**config.mk**
```make
export PLATFORM = sky130hd
export DESIGN_NAME = uart_tx_ctrl
export DESIGN_NICKNAME = d
export VERILOG_FILES = /design/src/rtl/uart_tx_ctrl.sv
export SDC_FILE = /design/constraint.sdc
export NUM_CORES = 1
export LEC_CHECK = 0
export CAP_MARGIN = 20
export CORE_ASPECT_RATIO = 1.2
export CORE_MARGIN = 3
export CORE_UTILIZATION = 50
export DETAILED_ROUTE_END_ITERATION = 10
export DONT_BUFFER_PORTS = 1
export HOLD_SLACK_MARGIN = 0.15
export PLACE_DENSITY = 0.74
export SLEW_MARGIN = 20
export SYNTH_ARGS = -nofsm -noshare
export SYNTH_HDL_FRONTEND = slang
export SYNTH_SLANG_ARGS = --single-unit
```
**constraint.sdc**
```tcl
create_clock -name clk -period 4.35 [get_ports clk]
set_input_delay 0.2175 -clock clk [delete_from_list [all_inputs] [get_ports clk]]
set_output_delay 0.2175 -clock clk [all_outputs]
set_load 0.02 [all_outputs]
```
**src/rtl/uart_tx_ctrl.sv**
```systemverilog
// UART transmit controller: pops bytes from the TX FIFO and serialises each
// one as start / 8 data (LSB first) / optional parity / 1-2 stop bits.
// The line output is registered, so it changes only on state or bit-slot edges.
module uart_tx_ctrl #(
  parameter int BAUD_DIV   = 16,
  parameter int PARITY_EN  = 0,
  parameter int PARITY_ODD = 0,
  parameter int STOP_BITS  = 1
) (
  input  logic       clk,
  input  logic       rst,
  input  logic       tx_en,
  input  logic       fifo_empty,
  output logic       fifo_rd_en,
  input  logic [7:0] fifo_data,
  output logic       tx,
  output logic       busy,
  output logic       tx_done
);

  localparam int CW = (BAUD_DIV > 1) ? $clog2(BAUD_DIV) : 1;

  typedef enum logic [2:0] {
    IDLE, POP, LOAD, START, DATA, PARITY, STOP
  } state_t;

  state_t        state;
  logic [CW-1:0] baud_cnt;
  logic [2:0]    bit_idx;
  logic          stop_cnt;
  logic [7:0]    shift_reg;
  logic          par_bit;

  logic start_ok;
  logic baud_end;

  // tx_en / fifo_empty only matter where they are sampled (IDLE, end of STOP)
  assign start_ok = tx_en & ~fifo_empty;
  assign baud_end = (baud_cnt == CW'(BAUD_DIV - 1));

  // Frame sequencer; every output is registered and set on the edge that
  // enters the state or bit slot it belongs to.
  always_ff @(posedge clk) begin
    if (!rst) begin
      state      <= IDLE;
      tx         <= 1'b1;
      busy       <= 1'b0;
      fifo_rd_en <= 1'b0;
      tx_done    <= 1'b0;
      baud_cnt   <= '0;
      bit_idx    <= '0;
      stop_cnt   <= 1'b0;
      shift_reg  <= '0;
      par_bit    <= 1'b0;
    end else begin
      fifo_rd_en <= 1'b0;
      tx_done    <= 1'b0;
      case (state)
        IDLE: begin
          tx       <= 1'b1;
          baud_cnt <= '0;
          if (start_ok) begin
            state      <= POP;
            fifo_rd_en <= 1'b1;
            busy       <= 1'b1;
          end
        end
        POP: begin
          // FIFO data becomes valid in the following cycle
          state <= LOAD;
        end
        LOAD: begin
          shift_reg <= fifo_data;
          par_bit   <= (^fifo_data) ^ 1'(PARITY_ODD);
          state     <= START;
          tx        <= 1'b0;
          baud_cnt  <= '0;
        end
        START: begin
          if (baud_end) begin
            state    <= DATA;
            tx       <= shift_reg[0];
            bit_idx  <= '0;
            baud_cnt <= '0;
          end else begin
            baud_cnt <= baud_cnt + 1'b1;
          end
        end
        DATA: begin
          if (baud_end) begin
            baud_cnt <= '0;
            if (bit_idx == 3'd7) begin
              stop_cnt <= 1'b0;
              if (PARITY_EN != 0) begin
                state <= PARITY;
                tx    <= par_bit;
              end else begin
                state <= STOP;
                tx    <= 1'b1;
              end
            end else begin
              // next bit is shift_reg[1], which becomes shift_reg[0] after the shift
              bit_idx   <= bit_idx + 1'b1;
              shift_reg <= shift_reg >> 1;
              tx        <= shift_reg[1];
            end
          end else begin
            baud_cnt <= baud_cnt + 1'b1;
          end
        end
        PARITY: begin
          if (baud_end) begin
            state    <= STOP;
            tx       <= 1'b1;
            stop_cnt <= 1'b0;
            baud_cnt <= '0;
          end else begin
            baud_cnt <= baud_cnt + 1'b1;
          end
        end
        STOP: begin
          tx <= 1'b1;
          if (baud_end) begin
            baud_cnt <= '0;
            if (stop_cnt == 1'(STOP_BITS - 1)) begin
              tx_done <= 1'b1;
              if (start_ok) begin
                // back-to-back frame: skip IDLE
                state      <= POP;
                fifo_rd_en <= 1'b1;
              end else begin
                state <= IDLE;
                busy  <= 1'b0;
              end
            end else begin
              stop_cnt <= stop_cnt + 1'b1;
            end
          end else begin
            baud_cnt <= baud_cnt + 1'b1;
          end
        end
        default: begin
          state <= IDLE;
          tx    <= 1'b1;
          busy  <= 1'b0;
        end
      endcase
    end
  end

endmodule
```
* Word level (Yosys, flattened, before mapping) *
Index checks and enable logic that the tools add are counted.

operators by class
  add/sub/neg operators = 3
  $mul = 0
  div/mod/pow operators = 0
  order comparisons = 0
  equal/unequal tests = 17
  shift-type cells = 0
  multiplexer cells = 39
  bitwise logic cells = 4
  reduce and logical (&&, ||, !) cells = 15

operators by type and width
  operator                                              number
  2-to-1 mux 3 bit                                      10
  case mux 3 bit (7 select lines)                       1
  2-to-1 mux 1 bit                                      18
  != test 2 bit (second input constant)                 9
  2-to-1 mux 8 bit                                      2
  case mux 8 bit (2 select lines)                       1
  equality test 3 bit (second input constant)           4
  AND reduction 5 bit                                   2
  case mux 4 bit (2 select lines)                       1
  AND reduction 4 bit                                   2
  AND reduction 7 bit                                   1
  equality test 3 x 2 -> 1 bit (second input constant)  2
  case mux 1 bit (3 select lines)                       2
  case mux 3 bit (2 select lines)                       1
  AND reduction 3 bit                                   2
  nonzero test 2 bit                                    3
  case mux 1 bit (5 select lines)                       1
  OR reduction 5 bit                                    1
  adder 4 x 1 -> 4 bit (second input constant)          1
  equality test 4 bit (second input constant)           1
  2-to-1 mux 4 bit                                      1
  OR reduction 4 bit                                    1
  adder 3 x 1 -> 3 bit (second input constant)          1
  equality test 3 x 1 -> 1 bit (second input constant)  1
  other kinds (7)                                       9

word-level totals
  register bits = 23
  bits in latches = 0
  RAM bits = 0
  ROM bits = 0
  input port bits = 12
  output and inout port bits = 4
  word-level logic and storage cells = 87
  memories = 0

* Depth between registers and ports, before layout *
  depth in word-level cells = 6
  gate-level depth with buffers = 7

* Least setup slack after synthesis *
Ideal clock, no wire load.

  path kind = flip-flop to flip-flop
  start = reg bit_idx[0]
  end = reg shift_reg[2]
  library setup time = 116 ps
  arrival time = 1739 ps
  required time = 4234 ps
  setup slack = 2495 ps
  stages on the path, launching flop included = 8
  buffers on the path = 1
  period minus slack after synthesis = 1855 ps
  cells stage by stage = dfxtp_1 > ha_1 > ha_1 > or3b_1 > a221oi_4 > buf_6 > nand3_1 > o211a_1

between the ends
  longest elaborated chain between the ends = 3

RTL lines
  item                           RTL line  text
  from (decl)                    29        logic [2:0] bit_idx;
  from (signal assigned)         103       bit_idx <= bit_idx + 1'b1;
  equality test 3 bit            92        if (bit_idx == 3'd7) begin
  != test 2 bit (no line)        --
  AND reduction 3 bit (no line)  --
  to (signal assigned)           73        shift_reg <= fifo_data;
  to (signal assigned)           104       shift_reg <= shift_reg >> 1;
  to (decl)                      31        logic [7:0] shift_reg;

Every way passes these cells.
A chain may end at the register's enable or synchronous reset.

* Final worst setup path *
  start = reg state[2]
  end = reg shift_reg[4]

between the ends
  longest elaborated chain between the ends = 3
  elaborated cells on any way between the ends = 7
  classes of those cells = eq/ne: 4; mux: 1; reduce/logical: 2

RTL lines
  item                                                                 RTL line  text
  from (decl)                                                          27        state_t state;
  from (signal assigned)                                               45        state <= IDLE;
  from (signal assigned)                                               63        state <= POP;
  from (signal assigned)                                               70        state <= LOAD;
  equality test 3 bit or equality test 3 x 2 -> 1 bit (tied branches)  58        case (state)
  != test 2 bit (no line) or nonzero test 2 bit (tied branches)        --
  AND reduction 3 bit (no line)                                        --

Parallel ways exist; a longest one is shown, timed or not.

==> out/metrics.cfg <==
[setup_path]
rrSetupSlack_ps=2180
cp-start-kind=flop
cp.required_ps=4570
critPathMaxFanout=24
critPathCaptureType=flop
worstSetupPathType=flop to flop
cp.arrival_ps=2400

[power]
power.leakage_nw=0.5239
power_mw=0.5814
powerDensity_nw_per_um2=434.7
peakVddDrop_uv=349.7

[run_status]
status=finished clean

[floorplan]
initial_core_util_pct=54.79
io_pins=16
die_h_um=61.91
dieArea_sq_um=3256
core_sq_um=2377
die_w_um=52.59
row_count=19

[finish]
diodes=0
final_common_cell=dfxtp_1
fin_util_pct=56.26
layoutNonFillerInstCount=182
largest_register_ffs=8
layout_common_cells=22 x dfxtp_1, 15 x nand2_1, 13 x nand3_1, 13 x o21ai_0
multiInputGateArea_sq_um=780.7
drive_above_1_share_pct=5.960
fill_cells=224
fin_area_sq_um=1338
fin_nets=167
syn_to_final_growth_pct=2.690
regArea_sq_um=440.4

[drt]
vias_per_cell=6.132
drtIter0Drc=34
wl_per_cell_um=14.59
routed_wl_mm=2.656
drc_errors=0
vias=1116
dr.pass1.iters=4
detail-route-antenna-nets=0

[clock_network]
clock_latency_ps=320
root_buffer=clkbuf_4
clock_sinks=22
cts-htree-levels=1
clk_pin_slew_ps=130
clock_path_buffers=2
cts_buffers=3
cts_tree=yes
cts_setup_buffers=0

[place]
io_buffers=0
dp_cells=175
dp_hpwl_mm=1.826
dp_slack_ps=2228
placed_cell_area_sq_um=1271
gp_congestion=0.8289

[sta]
holdWs_ps=170.5
max_slew_margin_pct=32.38
hold_viol_final=0
final.setup.tns_ps=0
worst_pin_slew_ps=1013
setup_viol=0
fin_skew_ps=7.893
rsz0062_at_grt=no
finalWorstSetupSlack_ps=2178
fmax_ghz=0.4604
slew_violations=0
min_period_ps=2172
period_share_pct=49.94

[synth]
synth_simple_gate_area_share_pct=26.03
synthTopCellsByArea=dfxtp_1 34%, o211a_1 6.1%, nand3_1 5.0%, o21ai_0 5.0%, nand2_1 4.3%
synth_top_flop_cell=dfxtp_1
synth_seq_cells=22
synth-edff-count=0
synth_largest_area_cell=dfxtp_1
syn_inst=157
syn_nets=172
ys_seq_area_share_pct=33.81
ys_types=42
synth_compound_area_share_pct=28.72
synthMuxAreaShare_pct=2.305
synthAdderAreaFrac_pct=2.882
async_flop_share_pct=0
synth_xor_area_share_pct=0
ys_warn_count=0
synthDominantCellAreaShare_pct=33.81
synth.avg_cell_area_sq_um=8.296
synth.cell_area_sq_um=1302
synth_top_family_by_area=compound AO/OA/AOI/OAI gates

[global_route]
overflow=0
grt_pass1_wl_mm=4.443
globalRouteTotalUtil_pct=18.12
grt_pass1_vias=1026
grt_max_degree=31
antenna_found_initial=0

[flow_run]
max_cap_violations=0

[worst_hold_path]
hp-class=input pin to flop

==> critical path, stage by stage, from the launching register on <==
cell and delay, ps:
dfxtp_1 770, or3b_1 460, a221oi_4 540, nand3_1 150
o211a_1 170
==> cell type report <==
cell class,instances,share of cell area [%]
Inverter,3,0.8419
Timing Repair Buffer,3,2.245
Multi-Input combinational cell,119,58.37
Clock buffer,4,2.713
Sequential cell,22,32.93
Tap cell,31,2.900
==> routing by layer <==
layer / part of all wire [%] / wire length, um / GRT usage, %
met3: 5.3 / 141 / 2.387
met2: 47 / 1259 / 29.43
met5: 0 / 0 / 0
met4: 2.4 / 63 / 10.95
met1: 45 / 1191 / 22.89
==> cell families after synthesis <==
group           Yosys count
simple gates             62
compound gates           51
flops                    22
buf+inv                  16
mux                       3
fa+ha+maj                 3
==> cell usage after synthesis (2+ instances only) <==
| library cell | count |
|---|---|
| o211a_1 | 8 |
| nor2_1 | 4 |
| buf_6 | 2 |
| and3_1 | 2 |
| dfxtp_1 | 22 |
| clkbuf_1 | 6 |
| a21boi_1 | 3 |
| nand2b_1 | 5 |
| nor3_1 | 5 |
| mux2i_1 | 3 |
| a21oi_1 | 8 |
| buf_2 | 5 |
| ha_1 | 3 |
| nand3_1 | 13 |
| nand2_1 | 15 |
| nor2b_1 | 8 |
| a211oi_1 | 2 |
| o21ai_0 | 13 |
| o21ai_1 | 3 |
| inv_1 | 3 |
| o21a_1 | 2 |
| a21boi_0 | 2 |
==> repair_timing <==
action | 4_1_cts | 5_1_grt
hold buffers | 3 | 0
endpoints found under the hold margin | 22 | 0
resized for setup | 0 | 0
==> final timing paths <==
kind / startpoint / depth (start not counted) / endpoint
worst max-delay path: state[2] / 4 / shift_reg[4]
worst min-delay path: fifo_data[5] / 3 / shift_reg[5]
worst max register to register: state[2] / 4 / shift_reg[4]
worst min register to register: bit_idx[1] / 2 / bit_idx[1]
==> where the power goes <==
group	internal, mW	switching (mW)
clock	0.0512	0.0636
combinational	0.0755	0.0748
sequential	0.237	0.0797
(Power assumes the default switching activity.)
